### src/rtl/bft_cmd_pkg.sv
// Shared definitions for the BFT traffic clients.
//  - Cmd_* broadcast command encodings (6-bit cmd bus)
//  - PAT_* destination pattern selectors for random runs
//  - packet field offset helpers: {v, last, addr[A_W-1:0], data[D_W-1:0]}
//  - cmd_fire(): decodes a directed one-shot command for a given leaf
package bft_cmd_pkg;

  localparam logic [5:0] Cmd_IDLE = 6'd0;
  localparam logic [5:0] Cmd_RND  = 6'd1;
  localparam logic [5:0] Cmd_01   = 6'd2;  // leaf 0 sends one packet to leaf 1
  localparam logic [5:0] Cmd_10   = 6'd3;  // leaf 1 -> leaf 0
  localparam logic [5:0] Cmd_23   = 6'd4;  // leaf 2 -> leaf 3
  localparam logic [5:0] Cmd_32   = 6'd5;  // leaf 3 -> leaf 2

  localparam int PAT_RANDOM  = 0;
  localparam int PAT_BITREV  = 1;
  localparam int PAT_TORNADO = 2;

  typedef struct packed {
    logic        fire;
    logic [15:0] dst;
  } fire_t;

  function automatic int pkt_v_pos(input int a_w, input int d_w);
    return a_w + d_w + 1;
  endfunction

  function automatic int pkt_last_pos(input int a_w, input int d_w);
    return a_w + d_w;
  endfunction

  function automatic int pkt_addr_lsb(input int d_w);
    return d_w;
  endfunction

  // Directed commands fire only in the leaf named as source.
  function automatic fire_t cmd_fire(input logic [5:0] cmd, input logic [15:0] posx);
    fire_t r;
    r.fire = 1'b0;
    r.dst  = 16'd0;
    case (cmd)
      Cmd_01: if (posx == 16'd0) begin r.fire = 1'b1; r.dst = 16'd1; end
      Cmd_10: if (posx == 16'd1) begin r.fire = 1'b1; r.dst = 16'd0; end
      Cmd_23: if (posx == 16'd2) begin r.fire = 1'b1; r.dst = 16'd3; end
      Cmd_32: if (posx == 16'd3) begin r.fire = 1'b1; r.dst = 16'd2; end
      default: ;
    endcase
    return r;
  endfunction

endpackage

### src/rtl/bft_lfsr32.sv
// 32-bit Galois LFSR, polynomial x^32 + x^22 + x^2 + x + 1 (right-shift form).
//  clk   in   clock
//  rst   in   async active-high reset, loads SEED
//  ce    in   advance enable
//  state out  current LFSR value
module bft_lfsr32 #(
  parameter logic [31:0] SEED = 32'h1
) (
  input  logic        clk,
  input  logic        rst,
  input  logic        ce,
  output logic [31:0] state
);

  logic [31:0] state_q, state_d;

  always_comb begin
    state_d = state_q;
    if (ce) state_d = {1'b0, state_q[31:1]} ^ (state_q[0] ? 32'h8020_0003 : 32'h0);
  end

  always_ff @(posedge clk or posedge rst) begin
    if (rst) state_q <= SEED;
    else     state_q <= state_d;
  end

  assign state = state_q;

endmodule

### src/rtl/bft_client.sv
// Per-leaf traffic endpoint of the deflection BFT.
// Decodes the broadcast cmd bus, injects packets through a single output slot,
// and counts/checks packets delivered by the leaf switch.
//  clk  in   clock
//  rst  in   async active-high reset
//  ce   in   clock enable; 0 freezes all state
//  cmd  in   broadcast command (Cmd_*)
//  out  out  {v, last, addr, data} to switch
//  bp   in   switch backpressure (1 = out not taken)
//  in   in   packet from switch, same format
//  done out  injection quota met, slot empty
//  err  out  sticky: misrouted packet received
//  rcv  out  saturating count of received packets
module bft_client
  import bft_cmd_pkg::*;
#(
  parameter int N     = 512,
  parameter int D_W   = 32,
  parameter int A_W   = $clog2(N) + 1,
  parameter int POSX  = 0,
  parameter int WRAP  = 1,
  parameter int LIMIT = 512,
  parameter int RATE  = 100,
  parameter int PAT   = PAT_RANDOM
) (
  input  logic                 clk,
  input  logic                 rst,
  input  logic                 ce,
  input  logic [5:0]           cmd,
  output logic [A_W+D_W+1:0]   out,
  input  logic                 bp,
  input  logic [A_W+D_W+1:0]   in,
  output logic                 done,
  output logic                 err,
  output logic [15:0]          rcv
);

  localparam int PKT_W  = A_W + D_W + 2;
  localparam int V_POS  = pkt_v_pos(A_W, D_W);
  localparam int A_LSB  = pkt_addr_lsb(D_W);
  localparam int S_W    = $clog2(LIMIT + 1);
  localparam int L_W    = (N > 1) ? $clog2(N) : 1;
  localparam logic [31:0]    POSX_V  = 32'(POSX);
  localparam logic [S_W-1:0] LIMIT_V = S_W'(LIMIT);

  typedef enum logic [1:0] {ST_IDLE, ST_RND, ST_DIR, ST_DONE} state_e;

  state_e             state_q, state_d;
  logic [PKT_W-1:0]   slot_q, slot_d;
  logic [S_W-1:0]     sent_q, sent_d;
  logic [15:0]        rcv_q, rcv_d;
  logic               err_q, err_d;
  logic [31:0]        lfsr;

  logic               accept, slot_free, gate, dst_ok, rnd_go, load_rnd, load_dir;
  logic [S_W-1:0]     sent_aft;
  logic [31:0]        dst_raw;
  logic [15:0]        seq16;
  logic [D_W-1:0]     payload;
  fire_t              cf;
  logic               in_v;
  logic [A_W-1:0]     in_addr;

  bft_lfsr32 #(.SEED({POSX_V[30:0], 1'b1})) u_lfsr (
    .clk   (clk),
    .rst   (rst),
    .ce    (ce),
    .state (lfsr)
  );

  always_comb begin
    accept    = slot_q[V_POS] & ~bp;
    // A new packet may load into an empty slot or replace one leaving this edge.
    slot_free = ~slot_q[V_POS] | accept;
    sent_aft  = (accept && sent_q != LIMIT_V) ? sent_q + 1'b1 : sent_q;
    cf        = cmd_fire(cmd, 16'(POSX));
    gate      = ({25'd0, lfsr[6:0]} % 32'd100) < 32'(RATE);

    dst_ok  = 1'b1;
    dst_raw = 32'd0;
    case (PAT)
      PAT_BITREV: for (int i = 0; i < L_W; i++) dst_raw[i] = POSX_V[L_W-1-i];
      PAT_TORNADO: dst_raw = (POSX_V + 32'(N / 2)) % 32'(N);
      default: begin
        if (WRAP != 0) dst_raw = lfsr % 32'(N);
        else begin
          // Out-of-range draw: skip this cycle, the LFSR supplies a new value next cycle.
          dst_raw = 32'(lfsr[A_W-1:0]);
          dst_ok  = dst_raw < 32'(N);
        end
      end
    endcase
    if (dst_raw == POSX_V) dst_raw = (POSX_V + 32'd1) % 32'(N);

    rnd_go   = (cmd == Cmd_RND) && (state_q == ST_IDLE || state_q == ST_RND);
    load_rnd = rnd_go && slot_free && (sent_aft < LIMIT_V) && gate && dst_ok;
    load_dir = (state_q == ST_IDLE) && cf.fire && slot_free;

    // seq numbers packets by how many have been accepted before this one.
    seq16   = 16'(sent_aft);
    payload = {A_W'(POSX), (D_W-A_W)'(seq16)};

    slot_d = slot_q;
    if (accept)   slot_d = '0;
    if (load_rnd) slot_d = {1'b1, (sent_aft == LIMIT_V - 1'b1), A_W'(dst_raw), payload};
    if (load_dir) slot_d = {1'b1, 1'b0, A_W'(cf.dst), payload};

    sent_d = sent_aft;

    state_d = state_q;
    case (state_q)
      ST_IDLE: if (cmd == Cmd_RND) state_d = ST_RND;
               else if (load_dir) state_d = ST_DIR;
      ST_RND:  if (cmd != Cmd_RND) state_d = ST_IDLE;
      ST_DIR:  if (accept) state_d = ST_IDLE;
      default: ;
    endcase
    if (state_d == ST_RND && sent_aft == LIMIT_V && !slot_d[V_POS]) state_d = ST_DONE;

    in_v    = in[V_POS];
    in_addr = in[A_LSB +: A_W];
    rcv_d   = (in_v && rcv_q != 16'hFFFF) ? rcv_q + 16'd1 : rcv_q;
    err_d   = err_q | (in_v && in_addr != A_W'(POSX));
  end

  always_ff @(posedge clk or posedge rst) begin
    if (rst) begin
      state_q <= ST_IDLE;
      slot_q  <= '0;
      sent_q  <= '0;
      rcv_q   <= '0;
      err_q   <= 1'b0;
    end else if (ce) begin
      state_q <= state_d;
      slot_q  <= slot_d;
      sent_q  <= sent_d;
      rcv_q   <= rcv_d;
      err_q   <= err_d;
    end
  end

  assign out  = slot_q;
  assign done = (state_q == ST_DONE);
  assign err  = err_q;
  assign rcv  = rcv_q;

endmodule
### config.mk
export PLATFORM = sky130hd
export DESIGN_NAME = bft_client
export DESIGN_NICKNAME = d
export VERILOG_FILES = /design/src/rtl/bft_cmd_pkg.sv /design/src/rtl/bft_lfsr32.sv /design/src/rtl/bft_client.sv
export SDC_FILE = /design/constraint.sdc
export NUM_CORES = 1
export LEC_CHECK = 0
export ABC_CLOCK_PERIOD_IN_PS = 3000
export BUFFER_PORTS_ARGS = -buffer_cell sky130_fd_sc_hd__buf_2
export CAP_MARGIN = 10
export CORE_MARGIN = 1.5
export CORE_UTILIZATION = 53
export DETAILED_ROUTE_END_ITERATION = 12
export HOLD_SLACK_MARGIN = 0.1
export MAX_ROUTING_LAYER = met4
export PLACE_DENSITY_LB_ADDON = 0.15
export SLEW_MARGIN = 20
export SYNTH_ARGS = -nofsm -noshare
export SYNTH_HDL_FRONTEND = slang
export SYNTH_SLANG_ARGS = --single-unit
### constraint.sdc
create_clock -name clk -period 3 [get_ports clk]
set_input_delay 0.6 -clock clk [delete_from_list [all_inputs] [get_ports clk]]
set_output_delay 0.6 -clock clk [all_outputs]
set_load 0.01 [all_outputs]
Yosys cells after proc, flatten, opt, wreduce, memory -nomap -nowiden
Cells that the tools add are included.

word-level totals
  bits in registers = 105
  input port bits = 54
  logic and storage cells = 61

cells by class
  add/sub/neg operators = 2
  div/mod/pow operators = 1
  $lt $le $gt $ge = 2
  equal/unequal tests = 11
  muxes and demuxes = 13
  bitwise logic cells = 6
  reductions and logical operators = 19

operators with widths
  kind                                                   number
  2-to-1 mux 44 bit                                      3
  logical NOT 32 bit                                     1
  < comparator 32 x 7 -> 1 bit, second input constant    1
  remainder unit 7 x 7 -> 32 bit, second input constant  1
  2-to-1 mux 32 bit                                      1
  XOR 31 x 32 -> 32 bit                                  1
  2-to-1 mux 17 bit                                      1
  adder 16 x 1 -> 16 bit, second input constant          1
  != test 16 bit, second input constant                  1
  logical AND 1 bit                                      11
  adder 10 x 1 -> 10 bit, second input constant          1
  equality test 10 bit, second input constant            1
  equality test 10 x 9 -> 1 bit, second input constant   1
  < comparator 10 bit, second input constant             1
  2-to-1 mux 10 bit                                      1
  2-to-1 mux 2 bit                                       5
  != test 10 bit, second input constant                  1
  nonzero test 10 bit                                    1
  2-to-1 mux 9 bit                                       1
  equality test 6 x 1 -> 1 bit, second input constant    1
  equality test 6 x 2 -> 1 bit, second input constant    1
  != test 6 x 1 -> 1 bit, second input constant          1
  case mux 2 bit (3 select lines)                        1
  equality test 2 x 1 -> 1 bit, second input constant    2
  other kinds (9)                                        13

Depth between registers and ports, before layout
  word-level depth = 12
  mapped depth = 9
  gate-level depth less buffers = 8

Modules after synthesis
Synthesis repeated with hierarchy kept, for this count alone.

unflattened totals
  cell total of the unflattened synthesis = 372
  area, all modules = 4360.4 um^2

modules (own cells, without submodules)
  module      instances  cells each  area each (um^2)
  bft_client  1          298         3024.2
  bft_lfsr32  1          74          1336.3

Least setup slack after synthesis
Ideal clock, no wire load.

  path type = reg2reg
  from = register u_lfsr.state_q[3], in the netlist u_lfsr.state[3]
  to = register slot_q[9], in the netlist out[9]
  data arrival time = 2.208 ns
  required time = 2.932 ns
  path slack = 0.725 ns
  cell stages (with the launch flop) = 10
  buffers on the path = 1
  clock period less this slack = 2.275 ns
  cell sequence = dfrtp_1 > inv_1 > ha_1 > o31a_1 > ha_1 > a221oi_4 > nor3_2 > o31ai_4 > buf_6 > a32o_1

between the ends
  word-level cells in the longest chain between the ends = 5

ends and longest elaborated chain
  what                                                                              RTL line           text
  from (decl)                                                                       bft_lfsr32.sv:15   logic [31:0] state_q, state_d;
  from (signal assigned)                                                            bft_lfsr32.sv:24   else state_q <= state_d;
  remainder unit 7 x 7 -> 32 bit (*)                                                bft_client.sv:77   gate = ({25'd0, lfsr[6:0]} % 32'd100) < 32'(RATE);
  < comparator 32 x 7 -> 1 bit (*)                                                  bft_client.sv:77
  logical AND 1 bit (*)                                                             bft_client.sv:96   load_rnd = rnd_go && slot_free && (sent_aft < LIMIT_V) && gate && dst_ok;
  nonzero test 3 bit (no source line) / 2-to-1 mux 44 bit (equally long branches)   -
  AND reduction 2 bit (no source line) / 2-to-1 mux 44 bit (equally long branches)  -
  to (signal assigned)                                                              bft_client.sv:135  slot_q <= slot_d;
  to (decl)                                                                         bft_client.sv:49   logic [PKT_W-1:0] slot_q, slot_d;

Every way passes the cells marked *; elsewhere a longest branch is shown, timed or not.
A chain may end at the register's enable or synchronous reset.

Worst setup path after layout
  from = register u_lfsr.state_q[3], in the netlist u_lfsr.state[3]
  to = register slot_q[6], in the netlist out[6]

The elaborated chain is that of the path after synthesis.

==> out/qor_table.md <==
| Parameter | This run | Unit |
|:---|:---|:---|
| Buffers on Ports | 59 | - |
| Most frequent cell after synthesis | sky130_fd_sc_hd__dfrtp_1 | - |
| HPWL after detailed placement | 5.64 | mm |
| Max Cap Violations | 0 | - |
| Die Y | 92.6 | um |
| Vias in the first global route | 2,832 | - |
| Hold buffers post-CTS | 0 | - |
| Hold WC Path Type | primary input to async pin | - |
| TritonCTS clock tree | built | - |
| Fraction of registers with async set or reset after synthesis | 1.00 | - |
| Multi-input gate area in the final layout | 1980 | sq um |
| Reported net switching power | 1.04 | mW |
| Arrival time of the worst setup path | 2660 | ps |
| Detailed-routing iteration count for the pre-antenna-repair pass | 4 | - |
| Resized cells post-CTS | 0 | - |
| Max Clk Rate | 409 | MHz |
| Critical path fanouts, max | 10 | - |
| Result of the run | complete, no violations | - |
| DRC violation count after routing | 0 | - |
| Number of rows in the core area | 32 | - |
| Number of buffers inserted during clock tree synthesis | 9 | - |
| Switch share | 0.322 | - |
| Deepest clock path buffer count | 2 | - |
| First-pass GRT wire length | 13.7 | mm |
| Clock sink count | 82 | - |
| Synth Instances | 384 | - |
| Met2 Usage GRT | 0.296 | - |
| Final core area utilization | 0.610 | - |
| Setup repair after global routing missed its margin | no | - |
| Average instance area after synthesis | 11.1 | sq um |
| Portion of the post-synthesis area used by sequential elements | 0.483 | - |
| Number of top-level pins | 116 | - |
| Power share of the clock group | 0.251 | - |
| FILL cells | 672 | - |
| Number of H-tree branching levels | 3 | - |
| GRT Max-Usage Layer | met2 | - |
| Fraction of post-synthesis cell area in the top cell type by area | 0.476 | - |
| Number of different library cells in the post-synthesis netlist | 63 | - |
| Fraction of final layout cells sized beyond drive strength 1 | 0.287 | - |
| Number of max-slew violations in the final report | 0 | - |
| Tcrit/Tclk final | 0.816 | - |
| Number of violations reported at the end of detailed-routing iteration 0 | 151 | - |
| Cell accounting for the most synthesized area | sky130_fd_sc_hd__dfrtp_1 | - |
| Post-Route Setup TNS | 0 | ps |
| DRT Wirelength | 7.96 | mm |
| Part of the power in registers | 0.517 | - |
| Data required time at the worst endpoint | 3210 | ps |
| Initial antenna violation count | 0 | - |
| Static power due to leakage | 2.20 | nW |
| Number of enable flip-flop cells after synthesis | 0 | - |
| Slew headroom | 0.603 | - |
| Number of buffers inserted by post-CTS setup repair | 0 | - |
| Root Buffer | sky130_fd_sc_hd__clkbuf_8 | - |
| Finish-stage setup viols | 0 | - |
| Internal power contribution | 2.19 | mW |
| Count of synthesis-stage warnings from yosys | 0 | - |
| Type of the worst setup path | flop to flop | - |
| Ant. Diodes | 0 | - |
| Die footprint | 8570 | sq um |
| Final count of hold timing violations | 0 | - |
| Pin count of the biggest net entering global routing | 83 | - |
| Relative contribution of combinational cells to total power | 0.231 | - |
| Mapped cell area | 4250 | sq um |
| Initial cell density of the core | 0.548 | - |
| Area overhead of the layout relative to synthesis | 11.4 | % |
| Total via count after detailed routing | 2,949 | - |
| Shortest clock period the worst path allows after layout | 2450 | ps |
| Worst-Margin Slew | 592 | ps |
| Total global routing track utilization | 0.207 | - |
| Setup clock skew after layout | 13.9 | ps |
| Pwr/cell area | 682 | nW/um^2 |
| Total gr overflow | 0 | - |
| Met1 track demand over resource | 0.291 | - |
| Number of register bits inferred by synthesis | 82 | - |
| Area of the core | 7770 | sq um |
| Final weighted congestion in routability-driven placement | 0.878 | - |
| Die W | 92.6 | um |
| Critical Path Start Type | flop | - |
| Avg Vias per Cell | 5.38 | - |
| Largest cells by area after synthesis | sky130_fd_sc_hd__dfrtp_1, sky130_fd_sc_hd__mux2_2, sky130_fd_sc_hd__buf_4 | - |
| Commonest cells in the netlist | sky130_fd_sc_hd__dfrtp_1, sky130_fd_sc_hd__nand2_1, sky130_fd_sc_hd__mux2_2, sky130_fd_sc_hd__buf_4 | - |
| Met3 Resource Use GR | 0.0361 | - |
| Crit. End Element | flop | - |
| Clock latency at the later pin of the worst-skew pair | 350 | ps |
| Worst voltage drop across the vdd grid | 0.547 | mV |
| Number of nets in the finished design | 503 | - |
| Area taken by flip-flops and latches | 2050 | sq um |
| Most used flip-flop cell after synthesis | sky130_fd_sc_hd__dfrtp_1 | - |
| CTS clk-pin slew, worst paths | 90 | ps |
| Routed wire length per instance | 14.5 | um |
| Antenna violation net count after detailed routing | 0 | - |
[final timing paths]
path,to,from,slack (ps),cells past startpoint
min in group clk,err$_DFFE_PP0P_,err$_DFFE_PP0P_,480,1
max in group asynchronous,u_lfsr.state[0]$_DFFE_PP1P_,rst,2330,3
worst max register to register,out[6]$_DFFE_PP0P_,u_lfsr.state[3]$_DFFE_PP0P_,550,8
worst min-delay path,out[0]$_DFFE_PP0P_,rst,320,3
worst max-delay path,out[6]$_DFFE_PP0P_,u_lfsr.state[3]$_DFFE_PP0P_,550,8
worst min register to register,err$_DFFE_PP0P_,err$_DFFE_PP0P_,480,1
[layer usage]
metal	part of all wire	routed length, um	vias to the layer above
li1	-	-	1430
met3	0.038	302	14
met1	0.49	3870	1431
met4	0.019	153	0
met5	0	0	-
met2	0.46	3640	74
[kinds of logic (layout without fill, tap and decap cells)]
| logic type | after synthesis | after routing | synth area share |
|---|---|---|---|
| other | 1 | 23 | 0.000882 |
| XOR/XNOR | 35 | 35 | 0.0765 |
| adder cells (fa/ha/maj) | 8 | 8 | 0.0235 |
| AO/OA/AOI/OAI | 61 | 61 | 0.113 |
| buffers and inverters | 50 | 90 | 0.0724 |
| multiplexers | 30 | 30 | 0.0791 |
| AND/OR/NAND/NOR | 117 | 117 | 0.152 |
| flip-flops | 82 | 82 | 0.483 |
[flip-flops by register name (all words and copies together), names as in the netlist]
register	cells
sent_q	10
err	1
rcv	16
state_q	2
u_lfsr.state	32
out	21
[power groups by stage]
stage,logic (mW),registers (mW),clock network [mW]
2_1_floorplan,0.583,1.64,0
3_3_place_gp,0.734,1.68,0
3_5_place_dp,0.757,1.69,0
4_1_cts,0.761,1.68,0.832
5_1_grt,0.847,1.72,0.869
6_report,0.748,1.67,0.812
[layout by cell type (no fill, tap or decap), types with 5 or more instances in the layout]
cell,count
sky130_fd_sc_hd__nand4_1,6
sky130_fd_sc_hd__mux2_2,29
sky130_fd_sc_hd__clkbuf_8,9
sky130_fd_sc_hd__nor3_1,5
sky130_fd_sc_hd__nor2_1,22
sky130_fd_sc_hd__o2bb2ai_1,9
sky130_fd_sc_hd__a31oi_1,9
sky130_fd_sc_hd__conb_1,23
sky130_fd_sc_hd__xnor2_1,22
sky130_fd_sc_hd__o21ai_0,11
sky130_fd_sc_hd__ha_1,8
sky130_fd_sc_hd__nand3_1,11
sky130_fd_sc_hd__xor2_1,12
sky130_fd_sc_hd__buf_2,59
sky130_fd_sc_hd__dfrtp_1,81
sky130_fd_sc_hd__inv_1,9
sky130_fd_sc_hd__nand2_1,35
sky130_fd_sc_hd__and3_1,5
sky130_fd_sc_hd__a22o_2,5
[critical path: stages (launching register included)]
cell	delay [ps]
sky130_fd_sc_hd__dfrtp_1	440
sky130_fd_sc_hd__inv_1	120
sky130_fd_sc_hd__ha_1	230
sky130_fd_sc_hd__o31a_1	240
sky130_fd_sc_hd__ha_1	210
sky130_fd_sc_hd__a221oi_4	370
sky130_fd_sc_hd__nor4_4	140
sky130_fd_sc_hd__a21oi_2	410
sky130_fd_sc_hd__o2bb2ai_1	140
[per-stage QoR]
stage	cells	total power [mW]	setup slack (ps)	hold slack, ps	cell area [sq um]
after floorplan	406	2.23	293	475	4340
after global placement	532	2.41	563	450	4540
after detailed placement	532	2.45	585	454	4540
after CTS	548	3.27	550	336	4740
after global routing	548	3.44	350	376	4740
final	548	3.23	553	319	4740
[layout make-up]
class / count / share of cell area
clock buffer: 9 / 0.0261
clock inverter: 7 / 0.0161
inverter: 10 / 0.00818
multi-input combinational: 274 / 0.417
sequential: 82 / 0.433
tap: 102 / 0.0269
timing repair buffer: 64 / 0.0728
Power figures use the tool's default switching activity.
